<file path="src/rtl/upsp_frame_sequencer_pkg.sv">
// Shared types and constants for the UPSP frame sequencer: FSM state
// enum, status-word bit positions, default status CRF address.
package upsp_seq_pkg;

  typedef enum logic [1:0] {
    SEQ_IDLE,
    SEQ_RUN,
    SEQ_DRAIN,
    SEQ_DONE
  } seq_state_e;

  localparam int unsigned STAT_DONE_BIT    = 0;
  localparam int unsigned STAT_TLAST_BIT   = 1;
  localparam int unsigned STAT_TIMEOUT_BIT = 2;

  localparam logic [3:0] STATUS_ADDR_DEFAULT = 4'h2;

  function automatic int unsigned beats_per_frame(input int unsigned w,
                                                  input int unsigned h,
                                                  input int unsigned n);
    return (w * h) / n;
  endfunction

endpackage

</file>
<file path="src/rtl/upsp_frame_sequencer_if.sv">
// Stream-side handshake bundle between the upscaler datapath and its
// frame sequencer.
interface upsp_frame_sequencer_if;

  logic axisi_hsk;
  logic axiso_hsk;
  logic axiso_tlast;
  logic seq_in_en;

  // master: the sequencer, which gates input acceptance
  modport master (
    input  axisi_hsk,
    input  axiso_hsk,
    input  axiso_tlast,
    output seq_in_en
  );

  // slave: the stream datapath reporting handshakes
  modport slave (
    output axisi_hsk,
    output axiso_hsk,
    output axiso_tlast,
    input  seq_in_en
  );

endinterface

</file>
<file path="src/rtl/upsp_frame_sequencer_beat_counter.sv">
// Saturating beat counter: synchronous clear, increment, holds at LIMIT.
module upsp_beat_counter #(
  parameter int unsigned LIMIT = 4,
  parameter int unsigned CNT_W = $clog2(LIMIT + 1)
) (
  input  logic             clk,
  input  logic             rst_n,
  input  logic             clr_i,
  input  logic             inc_i,
  output logic [CNT_W-1:0] count_o,
  output logic             at_limit_o
);

  logic [CNT_W-1:0] count_q, count_d;

  assign count_o    = count_q;
  assign at_limit_o = (count_q == CNT_W'(LIMIT));

  always_comb begin
    count_d = count_q;
    if (clr_i) begin
      count_d = '0;
    end else if (inc_i && !at_limit_o) begin
      count_d = count_q + 1'b1;
    end
  end

  always_ff @(posedge clk or negedge rst_n) begin
    if (!rst_n) begin
      count_q <= '0;
    end else begin
      count_q <= count_d;
    end
  end

endmodule

</file>
<file path="src/rtl/upsp_frame_sequencer.sv">
// Frame sequencer for the upscaler: counts input/output beats of one frame
// and reports a status word to the CRF. Watchdog enabled by UPSP_SEQ_WATCHDOG_EN.
module upsp_frame_sequencer
  import upsp_seq_pkg::*;
#(
  parameter int unsigned CRF_DATA_WIDTH = 32,
  parameter int unsigned CRF_ADDR_WIDTH = 4,
  parameter int unsigned SRC_IMG_WIDTH  = 960,
  parameter int unsigned SRC_IMG_HEIGHT = 540,
  parameter int unsigned DST_IMG_WIDTH  = 3840,
  parameter int unsigned DST_IMG_HEIGHT = 2160,
  parameter int unsigned N_PARALLEL     = 4,
  parameter logic [CRF_ADDR_WIDTH-1:0] STATUS_ADDR = CRF_ADDR_WIDTH'(STATUS_ADDR_DEFAULT),
  parameter int unsigned WDT_CYCLES     = 65536
) (
  input  logic                      clk,
  input  logic                      rst_n,
  input  logic                      crf_seq_UPSTART,
  upsp_frame_sequencer_if.master    strm_if,
  output logic                      seq_processing,
  output logic                      seq_crf_wrt,
  output logic [CRF_ADDR_WIDTH-1:0] seq_crf_waddr,
  output logic [CRF_DATA_WIDTH-1:0] seq_crf_wdata,
  output logic                      seq_irq
);

  localparam int unsigned IN_BEATS  = beats_per_frame(SRC_IMG_WIDTH, SRC_IMG_HEIGHT, N_PARALLEL);
  localparam int unsigned OUT_BEATS = beats_per_frame(DST_IMG_WIDTH, DST_IMG_HEIGHT, N_PARALLEL);
  localparam int unsigned IN_W      = $clog2(IN_BEATS + 1);
  localparam int unsigned OUT_W     = $clog2(OUT_BEATS + 1);

  seq_state_e state_q, state_d;
  logic       upstart_q;
  logic       tlast_err_q, tlast_err_d;

  logic             active, start;
  logic             in_inc, in_last, in_at_limit;
  logic             out_inc, out_final, out_last, out_at_limit;
  logic [IN_W-1:0]  in_cnt;
  logic [OUT_W-1:0] out_cnt;
  logic             wdt_expire, timeout;

  assign active  = (state_q == SEQ_RUN) || (state_q == SEQ_DRAIN);
  assign start   = (state_q == SEQ_IDLE) && crf_seq_UPSTART && !upstart_q;

  assign in_inc  = (state_q == SEQ_RUN) && strm_if.axisi_hsk && !in_at_limit;
  assign in_last = in_inc && (in_cnt == IN_W'(IN_BEATS - 1));

  assign out_inc   = active && strm_if.axiso_hsk && !out_at_limit;
  assign out_final = (out_cnt == OUT_W'(OUT_BEATS - 1));
  assign out_last  = out_inc && out_final;

  assign strm_if.seq_in_en = (state_q == SEQ_RUN);
  assign seq_processing    = active;

  upsp_beat_counter #(
    .LIMIT (IN_BEATS),
    .CNT_W (IN_W)
  ) u_in_cnt (
    .clk        (clk),
    .rst_n      (rst_n),
    .clr_i      (start),
    .inc_i      (in_inc),
    .count_o    (in_cnt),
    .at_limit_o (in_at_limit)
  );

  upsp_beat_counter #(
    .LIMIT (OUT_BEATS),
    .CNT_W (OUT_W)
  ) u_out_cnt (
    .clk        (clk),
    .rst_n      (rst_n),
    .clr_i      (start),
    .inc_i      (out_inc),
    .count_o    (out_cnt),
    .at_limit_o (out_at_limit)
  );

`ifdef UPSP_SEQ_WATCHDOG_EN
  localparam int unsigned WDT_W = $clog2(WDT_CYCLES + 1);

  logic [WDT_W-1:0] wdt_q, wdt_d;
  logic             timeout_q, timeout_d;

  // Expires on the WDT_CYCLES-th consecutive cycle without any handshake.
  always_comb begin
    wdt_d      = wdt_q;
    timeout_d  = timeout_q;
    wdt_expire = 1'b0;
    if (start) begin
      wdt_d     = '0;
      timeout_d = 1'b0;
    end else if (active) begin
      if (strm_if.axisi_hsk || strm_if.axiso_hsk) begin
        wdt_d = '0;
      end else if (wdt_q == WDT_W'(WDT_CYCLES - 1)) begin
        wdt_expire = 1'b1;
        timeout_d  = 1'b1;
      end else begin
        wdt_d = wdt_q + 1'b1;
      end
    end
  end

  always_ff @(posedge clk or negedge rst_n) begin
    if (!rst_n) begin
      wdt_q     <= '0;
      timeout_q <= 1'b0;
    end else begin
      wdt_q     <= wdt_d;
      timeout_q <= timeout_d;
    end
  end

  assign timeout = timeout_q;
`else
  localparam int unsigned UNUSED_WDT_CYCLES = WDT_CYCLES;

  assign wdt_expire = 1'b0;
  assign timeout    = 1'b0;
`endif

  always_comb begin
    state_d       = state_q;
    tlast_err_d   = tlast_err_q;
    seq_crf_wrt   = 1'b0;
    seq_crf_waddr = '0;
    seq_crf_wdata = '0;
    seq_irq       = 1'b0;

    // tlast must appear on the final beat and nowhere else
    if (out_inc && (strm_if.axiso_tlast != out_final)) begin
      tlast_err_d = 1'b1;
    end

    unique case (state_q)
      SEQ_IDLE: begin
        if (start) begin
          state_d     = SEQ_RUN;
          tlast_err_d = 1'b0;
        end
      end
      SEQ_RUN: begin
        if (out_last || wdt_expire) begin
          state_d = SEQ_DONE;
        end else if (in_last) begin
          state_d = SEQ_DRAIN;
        end
      end
      SEQ_DRAIN: begin
        if (out_last || wdt_expire) begin
          state_d = SEQ_DONE;
        end
      end
      SEQ_DONE: begin
        state_d                         = SEQ_IDLE;
        seq_crf_wrt                     = 1'b1;
        seq_crf_waddr                   = STATUS_ADDR;
        seq_crf_wdata[STAT_DONE_BIT]    = 1'b1;
        seq_crf_wdata[STAT_TLAST_BIT]   = tlast_err_q;
        seq_crf_wdata[STAT_TIMEOUT_BIT] = timeout;
        seq_irq                         = 1'b1;
      end
      default: begin
        state_d = SEQ_IDLE;
      end
    endcase
  end

  always_ff @(posedge clk or negedge rst_n) begin
    if (!rst_n) begin
      state_q     <= SEQ_IDLE;
      upstart_q   <= 1'b0;
      tlast_err_q <= 1'b0;
    end else begin
      state_q     <= state_d;
      upstart_q   <= crf_seq_UPSTART;
      tlast_err_q <= tlast_err_d;
    end
  end

endmodule

</file>
<file path="src/flat_wrapper.sv">
// flat-port wrapper written by rule: the top's interface ports become plain ports
module upsp_frame_sequencer_flat import upsp_seq_pkg::*;
#(
  parameter int unsigned CRF_DATA_WIDTH = 32,
  parameter int unsigned CRF_ADDR_WIDTH = 4,
  parameter int unsigned SRC_IMG_WIDTH  = 960,
  parameter int unsigned SRC_IMG_HEIGHT = 540,
  parameter int unsigned DST_IMG_WIDTH  = 3840,
  parameter int unsigned DST_IMG_HEIGHT = 2160,
  parameter int unsigned N_PARALLEL     = 4,
  parameter logic [CRF_ADDR_WIDTH-1:0] STATUS_ADDR = CRF_ADDR_WIDTH'(STATUS_ADDR_DEFAULT),
  parameter int unsigned WDT_CYCLES     = 65536
)
  (clk, rst_n, crf_seq_UPSTART, seq_processing, seq_crf_wrt, seq_crf_waddr, seq_crf_wdata, seq_irq, strm_if_axisi_hsk, strm_if_axiso_hsk, strm_if_axiso_tlast, strm_if_seq_in_en);
  upsp_frame_sequencer_if strm_if_i ();
  input  logic clk;
  input  logic rst_n;
  input  logic crf_seq_UPSTART;
  output logic seq_processing;
  output logic seq_crf_wrt;
  output logic [CRF_ADDR_WIDTH-1:0] seq_crf_waddr;
  output logic [CRF_DATA_WIDTH-1:0] seq_crf_wdata;
  output logic seq_irq;
  input wire logic [$bits(strm_if_i.axisi_hsk)-1:0] strm_if_axisi_hsk;
  input wire logic [$bits(strm_if_i.axiso_hsk)-1:0] strm_if_axiso_hsk;
  input wire logic [$bits(strm_if_i.axiso_tlast)-1:0] strm_if_axiso_tlast;
  output wire logic [$bits(strm_if_i.seq_in_en)-1:0] strm_if_seq_in_en;
  assign strm_if_i.axisi_hsk = strm_if_axisi_hsk;
  assign strm_if_i.axiso_hsk = strm_if_axiso_hsk;
  assign strm_if_i.axiso_tlast = strm_if_axiso_tlast;
  assign strm_if_seq_in_en = strm_if_i.seq_in_en;
  upsp_frame_sequencer #(.CRF_DATA_WIDTH(CRF_DATA_WIDTH), .CRF_ADDR_WIDTH(CRF_ADDR_WIDTH), .SRC_IMG_WIDTH(SRC_IMG_WIDTH), .SRC_IMG_HEIGHT(SRC_IMG_HEIGHT), .DST_IMG_WIDTH(DST_IMG_WIDTH), .DST_IMG_HEIGHT(DST_IMG_HEIGHT), .N_PARALLEL(N_PARALLEL), .STATUS_ADDR(STATUS_ADDR), .WDT_CYCLES(WDT_CYCLES)) u_core (.clk(clk), .rst_n(rst_n), .crf_seq_UPSTART(crf_seq_UPSTART), .strm_if(strm_if_i), .seq_processing(seq_processing), .seq_crf_wrt(seq_crf_wrt), .seq_crf_waddr(seq_crf_waddr), .seq_crf_wdata(seq_crf_wdata), .seq_irq(seq_irq));
endmodule
</file>
<file path="config.mk">
export PLATFORM = sky130hd
export DESIGN_NAME = upsp_frame_sequencer_flat
export DESIGN_NICKNAME = d
export VERILOG_FILES = /design/src/rtl/upsp_frame_sequencer_pkg.sv /design/src/rtl/upsp_frame_sequencer_if.sv /design/src/rtl/upsp_frame_sequencer_beat_counter.sv /design/src/rtl/upsp_frame_sequencer.sv /design/src/flat_wrapper.sv
export SDC_FILE = /design/constraint.sdc
export NUM_CORES = 1
export LEC_CHECK = 0
export ABC_AREA = 1
export BUFFER_PORTS_ARGS = -buffer_cell sky130_fd_sc_hd__buf_4
export CAP_MARGIN = 20
export CORE_MARGIN = 3
export CORE_UTILIZATION = 45
export DETAILED_ROUTE_END_ITERATION = 6
export PLACE_DENSITY_LB_ADDON = 0.25
export SYNTH_ARGS = -nofsm -noshare
export SYNTH_HDL_FRONTEND = slang
export SYNTH_HIERARCHICAL = 1
export SYNTH_SLANG_ARGS = --single-unit
export TNS_END_PERCENT = 100
</file>
<file path="constraint.sdc">
create_clock -name clk -period 2.74 [get_ports clk]
set_clock_uncertainty 0.05 [all_clocks]
set_input_delay 0.548 -clock clk [delete_from_list [all_inputs] [get_ports clk]]
set_output_delay 0.548 -clock clk [all_outputs]
set_load 0.02 [all_outputs]
</file>
==> Yosys cells after proc, flatten, opt, wreduce, memory -nomap -nowiden <==
Cells that the tools add are included.
{ "totals": {"register_bits": 42, "inputBits": 6} }
{ "classes": {"n_eq_ne": 11, "addsub": 2, "mux": 15, "reduce_logical": 19} }
{ "op_table": {"columns": ["cell", "count"], "rows": [
  ["equality test 21 bit, second input constant", 2],
  ["two-way mux 21 bit", 2],
  ["equality test 17 bit, second input constant", 2],
  ["two-way mux 17 bit", 2],
  ["adder 21 x 1 -> 21 bit, second input constant", 1],
  ["adder 17 x 1 -> 17 bit, second input constant", 1],
  ["two-way mux 2 bit", 6],
  ["logical AND 1 bit", 11],
  ["case mux 2 bit (4 select lines)", 1],
  ["equality test 2 bit, second input constant", 2],
  ["two-way mux 1 bit", 4],
  ["!= test 2 x 1 -> 1 bit, second input constant", 2],
  ["nonzero test 2 bit", 2],
  ["logical NOT 1 bit", 3],
  ["!= test 3 x 1 -> 1 bit, second input constant", 1],
  ["AND reduction 3 bit", 1],
  ["equality test 2 x 1 -> 1 bit, second input constant", 1],
  ["logical NOT 2 bit", 1],
  ["logical OR 1 bit", 1],
  ["!= test 1 bit", 1]
]} }

==> Longest topological paths before layout <==
Gate-level depths: netlist (run 1).
{ "logic_depth": {"word_depth": 8, "mapped_depth": 15, "ltp_nobuf": 15} }

==> By module <==
Netlist (run 1), hierarchy kept.
{ "by_module_without_submodules": {"columns": ["mod", "area_each_um2", "seq_area_each_um2", "n_inst", "cells_per_inst"], "rows": [
  ["upsp_beat_counter (u_core.u_out_cnt)", 1497.7, 525.5, 1, 228],
  ["upsp_beat_counter (u_core.u_in_cnt)", 1217.4, 425.4, 1, 194],
  ["upsp_frame_sequencer", 809.5, 100.1, 1, 124]
]} }

==> Least setup slack after synthesis (run 1) <==
Ideal clock, no wire load.
{ "synth_path": {"kind": "register to register", "startpoint": "register u_core.state_q[0]", "endpoint": "register u_core.u_in_cnt.count_q[10], in the netlist u_core/u_in_cnt/count_o[10]", "setup_time_ps": 118, "setup_slack_ps": 743, "arrival_ps": 1829, "n_path_buf": 1, "stages_incl_launch_ff": 11, "cell_sequence": "dfrtp_1 -> inv_1 -> ha_1 -> nand2_1 -> nor2_1 -> inv_1 -> nand2_4 -> clkinv_2 -> buf_6 -> nand2_1 -> nand2_1"} }
{ "synth_via": {"word_cells_on_any_way": 9, "classes_between": "1 x eq/ne; 1 x mux; 7 x reduce/logical"} }
{ "synth_rtl": {"columns": ["item", "line_no", "rtl"], "rows": [
  ["from (decl)", "upsp_frame_sequencer.sv:32", "seq_state_e state_q, state_d;"],
  ["from (signal assigned)", "upsp_frame_sequencer.sv:177", "state_q <= state_d;"],
  ["logical NOT 2 bit *", "upsp_frame_sequencer.sv:44", "assign start = (state_q == SEQ_IDLE) && crf_seq_UPSTART && !upstart_q;"],
  ["logical AND 1 bit * (2 in series)", "upsp_frame_sequencer.sv:44", null],
  ["net u_core.start", "upsp_frame_sequencer.sv:36", "logic active, start;"],
  ["two-way mux 17 bit / nonzero test 2 bit (equally long branches)", null, null],
  ["to (signal assigned)", "upsp_frame_sequencer_beat_counter.sv:32", "count_q <= count_d;"],
  ["to (decl)", "upsp_frame_sequencer_beat_counter.sv:14", "logic [CNT_W-1:0] count_q, count_d;"]
]} }
The timed path passes the listed nets; every way through them passes the cells marked *.
A chain may end at the register's enable or synchronous reset.

==> Worst setup path in the final report (run 1) <==
{ "layout_path": {"startpoint": "register u_core.u_out_cnt.count_q[0], in the netlist u_core/u_out_cnt/count_o[0]", "endpoint": "register u_core.u_out_cnt.count_q[1], in the netlist u_core/u_out_cnt/count_o[1]"} }
{ "layout_via": {"elab_chain_cells": 5, "word_cells_on_any_way": 8, "classes_between": "1 x add/sub; 1 x eq/ne; 2 x mux; 4 x reduce/logical"} }
{ "layout_lines": {"columns": ["item", "line_no", "rtl"], "rows": [
  ["from (decl)", "upsp_frame_sequencer_beat_counter.sv:14", null],
  ["from (signal assigned)", "upsp_frame_sequencer_beat_counter.sv:32", null],
  ["equality test 21 bit", "upsp_frame_sequencer_beat_counter.sv:17", "assign at_limit_o = (count_q == CNT_W'(LIMIT));"],
  ["net u_core.out_at_limit", "upsp_frame_sequencer.sv:38", "logic out_inc, out_final, out_last, out_at_limit;"],
  ["logical NOT 1 bit", "upsp_frame_sequencer.sv:49", "assign out_inc = active && strm_if.axiso_hsk && !out_at_limit;"],
  ["logical AND 1 bit", "upsp_frame_sequencer.sv:49", null],
  ["net u_core.out_inc", "upsp_frame_sequencer.sv:38", null],
  ["logical AND 1 bit", "upsp_frame_sequencer_beat_counter.sv:23", "end else if (inc_i && !at_limit_o) begin"],
  ["nonzero test 2 bit (no source line)", null, null]
]} }
The timed path passes the listed nets, and every way through them passes these cells. The select of a mux whose other input is x is not followed.

==> results.tsv, run 1 <==
stage	metric	value	unit
route	drt_iter0_markers	210	
yosys	synth-compound-area-share	2.80	%
clock_network	clkSlewWorstSetupHoldPaths	0.09	ns
clock_network	insertion_delay	0.30	ns
final_layout	fillers	778	
worst_setup_path	cp-end-kind	flip-flop	
yosys	synthCells	546	
sta	fin_ws	0.588	ns
final_layout	drive_gt1_share	9.37	%
pwr	switchingPower	935	uW
pwr	p_comb_share	42.7	%
final_layout	syn_to_final_growth	2.98	%
route	ant_nets	0	
sta	fin_tns_setup	0	ns
clock_network	numCtsBuffers	5	
yosys	ys_seq_area_share	29.8	%
worst_hold_path	hold_path_class	input pin to async pin	
final_layout	nets	569	
final_layout	num_antenna_cells	0	
yosys	yosysTopAreaCell	dfrtp_1	
clock_network	post_cts_resized	0	
route	viasPerCell	4.93	
final_layout	fin_area	3630	um2
route	vias	3225	
yosys	synthSimpleGateAreaFrac	45.4	%
yosys	synthAdderAreaFrac	3.19	%
yosys	synth_common_cells	nand2_1, nor2_1, inv_1	
placement	place_hpwl	5860	um
route	drc_errors	0	
sta	fin_crit	2.15	ns
floorplanning	die_w	94.5	um
yosys	synth.area.mux_share	0	%
worst_setup_path	cp_common_cell	nor2_4	
sta	grt_setup_unrepaired	false	
sta	fmax	465	MHz
placement	gp_congestion	0.914	
clock_network	clock_sinks	42	
yosys	syn_area_per_cell	6.46	um2
global_route	grt.total_usage	19.3	%
sta	period_share	78.5	%
global_route	antenna_found_initial	0	
pwr	power_density	573	nW/um2
clock_network	hold_buffers	0	
clock_network	clockBufferDepth	2	
clock_network	post-cts-setup-buffers	0	
pwr	sw_frac_of_total	45.0	%
pwr	clkPwrFrac	19.5	%
yosys	synth_ff_type	dfrtp_1	
route	drt_pass1_iterations	7	
worst_setup_path	slowest_delay	0.45	ns
sta	worst_pin_slew	0.679	ns
yosys	synth_top_family_by_area	simple AND/OR/NAND/NOR gates	
sta	hold_ws	0.191	ns
clock_network	cts_tree	built	
yosys	synth_top_area_share	29.8	%
floorplanning	start_util	47.6	%
placement	portBuffers	12	
yosys	synth.most_common_cell	nand2_1	
outcome	status	finished clean	
global_route	grt_pass1_wl	13800	um
yosys	synth_cell_types	34	
worst_setup_path	worst-setup-path-type	flip-flop to flip-flop	
sta	setup_viol_count_final	0	
pwr	leakage	0.00179	uW
pwr	p_int	1140	uW
global_route	grt_start_max_net_pins	43	
global_route	grt_overflow	0	
yosys	ys_top_cells_by_area	dfrtp_1, nand2_1, buf_4	
placement	place_area	3540	um2
worst_setup_path	arrival	2.33	ns
floorplanning	ios	46	
worst_setup_path	path_delay_family	simple AND/OR/NAND/NOR gates	
worst_setup_path	startpoint_type	flip-flop	
route	wl_per_cell	12.5	um
sta	hold_viol	0	
floorplanning	die-area	8930	um2
yosys	netlist_area	3520	um2
floorplanning	die_y	94.5	um
worst_setup_path	crit_slowest_cell	dfrtp_1	
yosys	synth_edf_count	0	
pwr	vdd.ir_drop.worst	0.000162	V
floorplanning	core-area	7410	um2
worst_setup_path	path_buf_inv	2	
global_route	grt_pass1_vias	2910	
yosys	async_reset_ff_share	100	%
worst_setup_path	worstPathRequired	2.92	ns
clock_network	cts_max_level	2	
floorplanning	row_count	31	
flow_run	drv_cap	0	
sta	slew_headroom	54.7	%
yosys	ys_ff_latch	42	
placement	dpl_worst_slack	0.620	ns
worst_setup_path	worstPathMaxFanout	21	
route	wl	8160	um
sta	drv_slew	0	
clock_network	cts_root_buf	clkbuf_8	
yosys	synth_xor_xnor_area_share	2.24	%
pwr	seqPwrFrac	37.8	%
worst_setup_path	cp_cell_sequence	inv_2 -> ha_1 -> nand2_1 -> nor2_1 -> nand3_2 -> nor2_4 -> nor2_4 -> inv_1 -> nor2_4 -> nor2_4 -> nand2_1 -> nand2_1	
yosys	yosys_warnings	6	
-- cell usage in the layout (no fill, tap or decap), types with 3 or more instances in the layout --
cell type  Yosys  final
buf_4         37     15
clkbuf_8       0      5
conb_1         1     33
dfrtp_1       42     42
ha_1           9      9
inv_1         58     58
inv_2          3      3
nand2_1      194    194
nand2_2        3      3
nand3_1       39     39
nand3_2        3      3
nand4_1       29     29
nor2_1        68     68
nor2_2        10     10
nor2_4         6      6
o21ai_0        7      7
o21bai_1       4      4
xor2_1         8      8
-- final cells by class --
cell class	instances	area [um2]	area share [%]
multi-input cells	426	2010	55.5
flip-flops and latches	42	1050	29.0
inverters	64	241	6.65
well taps	99	124	3.41
repair buffers	15	113	3.10
clock buffers	6	72.6	2.00
clock inverters	2	13.8	0.379
-- registers in the layout (all words and copies together) (netlist names) --
name,cells
u_core/u_out_cnt/count_o,21
u_core/upstart_q,1
u_core/tlast_err_q,1
u_core/state_q,2
u_core/u_in_cnt/count_o,17
-- per-stage QoR --
| stage | total power, uW | utilization (%) | instances |
|---|---|---|---|
| 3_3_place_gp | 1660 | 47.8 | 646 |
| 2_1_floorplan | 1530 | - | 578 |
| 3_5_place_dp | 1680 | 47.8 | 646 |
| 4_1_cts | 2090 | 49.0 | 654 |
| 5_1_grt | 2240 | 49.0 | 654 |
| 6_report | 2080 | 49.0 | 654 |
-- power by group through the flow --
stage	clock, uW	sequential [uW]	combinational [uW]
global route	451	800	987
detailed placement	0	797	884
floorplan	0	775	752
global placement	0	795	865
CTS	422	785	888
finish	405	786	887
-- worst paths after layout --
| path | startpoint | end | slack [ns] | cells past startpoint |
|---|---|---|---|---|
| setup reg to reg | u_core/u_out_cnt/count_o[0]$_DFFE_PN0P_ | u_core/u_out_cnt/count_o[1]$_DFFE_PN0P_ | 0.59 | 12 |
| min in group clk | crf_seq_UPSTART | u_core/upstart_q$_DFF_PN0_ | 0.31 | 1 |
| setup / recovery | u_core/u_out_cnt/count_o[0]$_DFFE_PN0P_ | u_core/u_out_cnt/count_o[1]$_DFFE_PN0P_ | 0.59 | 12 |
| hold reg to reg | u_core/tlast_err_q$_DFF_PN0_ | u_core/tlast_err_q$_DFF_PN0_ | 0.47 | 2 |
| hold / removal | rst_n | u_core/u_in_cnt/count_o[7]$_DFFE_PN0P_ | 0.19 | 1 |
| max in group asynchronous | rst_n | u_core/u_out_cnt/count_o[13]$_DFFE_PN0P_ | 2.07 | 1 |
-- worst register-to-register path: stages, from the launching register on --
cell and delay (ns):
dfrtp_1 0.45, inv_2 0.12, ha_1 0.15, nand2_1 0.05
nor2_1 0.15, nand3_2 0.12, nor2_4 0.15, nor2_4 0.07
inv_1 0.09, nor2_4 0.09, nor2_4 0.41, nand2_1 0.10
nand2_1 0.09
-- per-layer routing --
metal,vias to the layer above,track usage [%],wire length (um)
li1,1647,-,-
met1,1466,27.1,3940
met2,107,31.1,3650
met3,5,3.27,519
met4,0,4.45,53
met5,-,0,0
-- cells by family after synthesis --
| logic type | after synthesis |
|---|---|
| adder cells (fa/ha/maj) | 9 |
| buffers and inverters | 110 |
| flip-flops | 42 |
| XOR/XNOR | 9 |
| AO/OA/AOI/OAI | 15 |
| AND/OR/NAND/NOR | 360 |
| other | 1 |
Power figures use the tool's default switching activity.
==> run 2: changes to the inputs <==
- ABC_AREA: 1 -> 0
- clock period: 2.74 -> 2 ns (I/O delays scaled with it)
==> run 2 against run 1 <==
  * The run now ends with setup timing left
  * Via count is 16% lower
  * Global-route usage rose by 0.69 points
  * Cell count shrank 26%
  * Area after synthesis down 18%
  * Highest routed layer unchanged
  * Clock power rose by 33%
  * Combinational power up 48%
  * Wire length fell by 4.3%
  * Flip-flop and latch count is the same
  * Synthesized cell count fell by 42%
  * Clock-buffer cell count grew 2
  * First-iteration DRC count up 26%
  * Critical path depth down 2
==> results.tsv, run 2 <==
stage	metric	value	unit
clock_network	clkSlewWorstSetupHoldPaths	0.08	ns
sta	worst_pin_slew	0.558	ns
worst_setup_path	crit_slowest_cell	or4bb_4	
global_route	grt_overflow	0	
floorplanning	start_util	47.6	%
worst_setup_path	cp-end-kind	flip-flop	
final_layout	fin_area	4070	um2
placement	place_hpwl	4960	um
worst_setup_path	arrival	2.43	ns
sta	fin_ws	-0.304	ns
clock_network	clockBufferDepth	2	
global_route	grt.total_usage	20.0	%
yosys	netlist_area	2900	um2
yosys	syn_area_per_cell	9.24	um2
yosys	ys_seq_area_share	36.2	%
final_layout	num_antenna_cells	0	
pwr	power	2900	uW
yosys	synth_common_cells	dfrtp_1, buf_4, nor2_1	
pwr	p_int	1850	uW
route	drt_pass1_iterations	4	
sta	drv_slew	0	
global_route	antenna_found_initial	0	
pwr	seqPwrFrac	36.4	%
final_layout	stdcell_count	487	
sta	grt_setup_unrepaired	true	
route	wl_per_cell	16.0	um
clock_network	hold_buffers	0	
route	wl	7810	um
floorplanning	ios	46	
yosys	synth.most_common_cell	dfrtp_1	
yosys	synth_ff_type	dfrtp_1	
final_layout	drive_gt1_share	43.0	%
outcome	status	finished with violations	
global_route	grt_pass1_vias	2477	
sta	setup_viol_count_final	39	
yosys	synth_top_area_share	36.2	%
sta	fin_crit	2.30	ns
final_layout	nets	426	
route	ant_nets	0	
clock_network	clock_sinks	42	
sta	hold_viol	0	
final_layout	fillers	450	
global_route	grt_pass1_wl	11900	um
final_layout	final_common_cell	buf_4	
worst_setup_path	worstPathMaxFanout	4	
clock_network	numCtsBuffers	5	
yosys	synth_edf_count	0	
floorplanning	die_y	86.3	um
pwr	vdd.ir_drop.worst	0.000501	V
final_layout	syn_to_final_growth	40.4	%
yosys	yosysTopAreaCell	dfrtp_1	
final_layout	largest_register_ffs	21	
clock_network	cts_max_level	2	
floorplanning	core-area	6100	um2
floorplanning	die-area	7450	um2
global_route	grt_start_max_net_pins	43	
final_layout	final-seq-area	1050	um2
placement	portBuffers	12	
yosys	async_reset_ff_share	100	%
route	drt_iter0_markers	265	
worst_setup_path	path_delay_family	simple AND/OR/NAND/NOR gates	
worst_setup_path	worst-setup-path-type	flip-flop to flip-flop	
pwr	leakage	0.00191	uW
route	viasPerCell	5.56	
worst_setup_path	slowest_delay	0.47	ns
yosys	yosys_warnings	6	
flow_run	drv_cap	0	
clock_network	insertion_delay	0.30	ns
worst_setup_path	path_buf_inv	2	
pwr	switchingPower	1050	uW
placement	gp_congestion	0.870	
route	vias	2710	
placement	place_area	3510	um2
pwr	power_density	712	nW/um2
pwr	p_comb_share	45.0	%
yosys	synth_cell_types	51	
floorplanning	row_count	28	
outcome	violations	setup timing	
pwr	clkPwrFrac	18.5	%
sta	period_share	115	%
floorplanning	die_w	86.3	um
clock_network	cts_tree	built	
yosys	synthCells	314	
route	drc_errors	0	
worst_setup_path	cp_cell_sequence	inv_2 -> ha_4 -> or4bb_4 -> nor4_4 -> nor2_2 -> buf_6 -> and3_4 -> nand4_1 -> xor2_1 -> nor2_1	
sta	hold_ws	0.0348	ns
final_layout	multiInputGateArea	1970	um2
final_layout	layout_common_cells	buf_4, dfrtp_1, conb_1, nor2_1	
yosys	ys_ff_latch	42	
worst_setup_path	startpoint_type	flip-flop	
placement	placed_cells	458	
worst_hold_path	hold_path_class	input pin to async pin	
pwr	sw_frac_of_total	36.3	%
clock_network	cts_root_buf	clkbuf_8	
sta	slew_headroom	62.8	%
sta	fmax	434	MHz
worst_setup_path	worstPathRequired	2.13	ns
yosys	ys_top_cells_by_area	dfrtp_1, buf_4, ha_1	
[run 2: cell count changes after synthesis, sizes merged, moves of 6 or more]
| cell | previous run | this run |
|---|---|---|
| buf | 46 | 40 |
| nor2b | 0 | 6 |
| o31ai | 0 | 7 |
| nand4 | 29 | 16 |
| a21oi | 1 | 16 |
| mux2 | 0 | 8 |
| nand3 | 42 | 19 |
| nor4 | 0 | 12 |
| nand2 | 198 | 16 |
| or3 | 0 | 8 |
| or4 | 0 | 6 |
| inv | 61 | 13 |
| nor2 | 84 | 29 |
| and3 | 1 | 7 |
[run 2: final timing paths]
kind / startpoint / end / slack (ns) / cells after the start
max: u_core/u_in_cnt/count_o[0]$_DFFE_PN0P_ / u_core/u_in_cnt/count_o[9]$_DFFE_PN0P_ / -0.30 / 10
min: rst_n / u_core/u_in_cnt/count_o[16]$_DFFE_PN0P_ / 0.03 / 1
max reg2reg: u_core/u_in_cnt/count_o[0]$_DFFE_PN0P_ / u_core/u_in_cnt/count_o[9]$_DFFE_PN0P_ / -0.30 / 10
min reg2reg: u_core/tlast_err_q$_DFF_PN0_ / u_core/tlast_err_q$_DFF_PN0_ / 0.43 / 2
max in group asynchronous: rst_n / u_core/u_out_cnt/count_o[10]$_DFFE_PN0P_ / 1.45 / 1
min in group clk: crf_seq_UPSTART / u_core/upstart_q$_DFF_PN0_ / 0.18 / 1
[run 2: logic make-up (layout without fill, tap and decap cells)]
family | after synthesis | after routing | share of synthesized area [%]
adders and majority gates | 9 | 9 | 3.88
and+or+nand+nor | 144 | 144 | 30.4
AOI/OAI and AO/OA | 35 | 35 | 7.72
muxes | 10 | 10 | 3.92
other | 1 | 33 | 0.129
DFF | 42 | 42 | 36.2
xor gates and xnor gates | 17 | 17 | 5.13
buffers and inverters | 56 | 122 | 12.6
[run 2: power groups by stage]
stage | registers (uW) | logic (uW) | clock network, uW
floorplan | 1160 | 483 | 0
global placement | 1060 | 905 | 0
detailed placement | 1070 | 941 | 0
CTS | 1050 | 1140 | 555
global route | 1070 | 1400 | 591
finish | 1060 | 1310 | 538
[run 2: cell type report]
cell class	instances	area share (%)
inverter	13	1.32
tap	75	2.30
multi-input combinational	248	48.3
clock buffer	8	1.97
timing repair buffer	101	20.2
sequential	42	25.8
[run 2: through the flow]
| stage | util (%) | setup slack, ns | TNS [ns] |
|---|---|---|---|
| after floorplan | - | -0.352 | -3.42 |
| after global placement | 57.5 | -0.364 | -5.94 |
| after detailed placement | 57.5 | -0.402 | -7.17 |
| after CTS | 64.2 | -0.273 | -5.41 |
| after global routing | 66.8 | -0.379 | -9.44 |
| final | 66.8 | -0.304 | -6.33 |
[run 2: per-layer routing]
layer  wire length [um]  vias up  global-route usage [%]  share of wire, %
met5                  0        -                       0                 0
met4                181        0                    6.94               2.3
met3                420       24                    3.42               5.4
met2               3710      108                    31.8                48
met1               3500     1323                    27.5                45
li1                   -     1255                       -                 -
[run 2: what timing repair did]
action,CTS,global route
pin swaps,38,28
resized for setup,39,27
setup endpoints to repair,40,41
buffers inserted,16,8
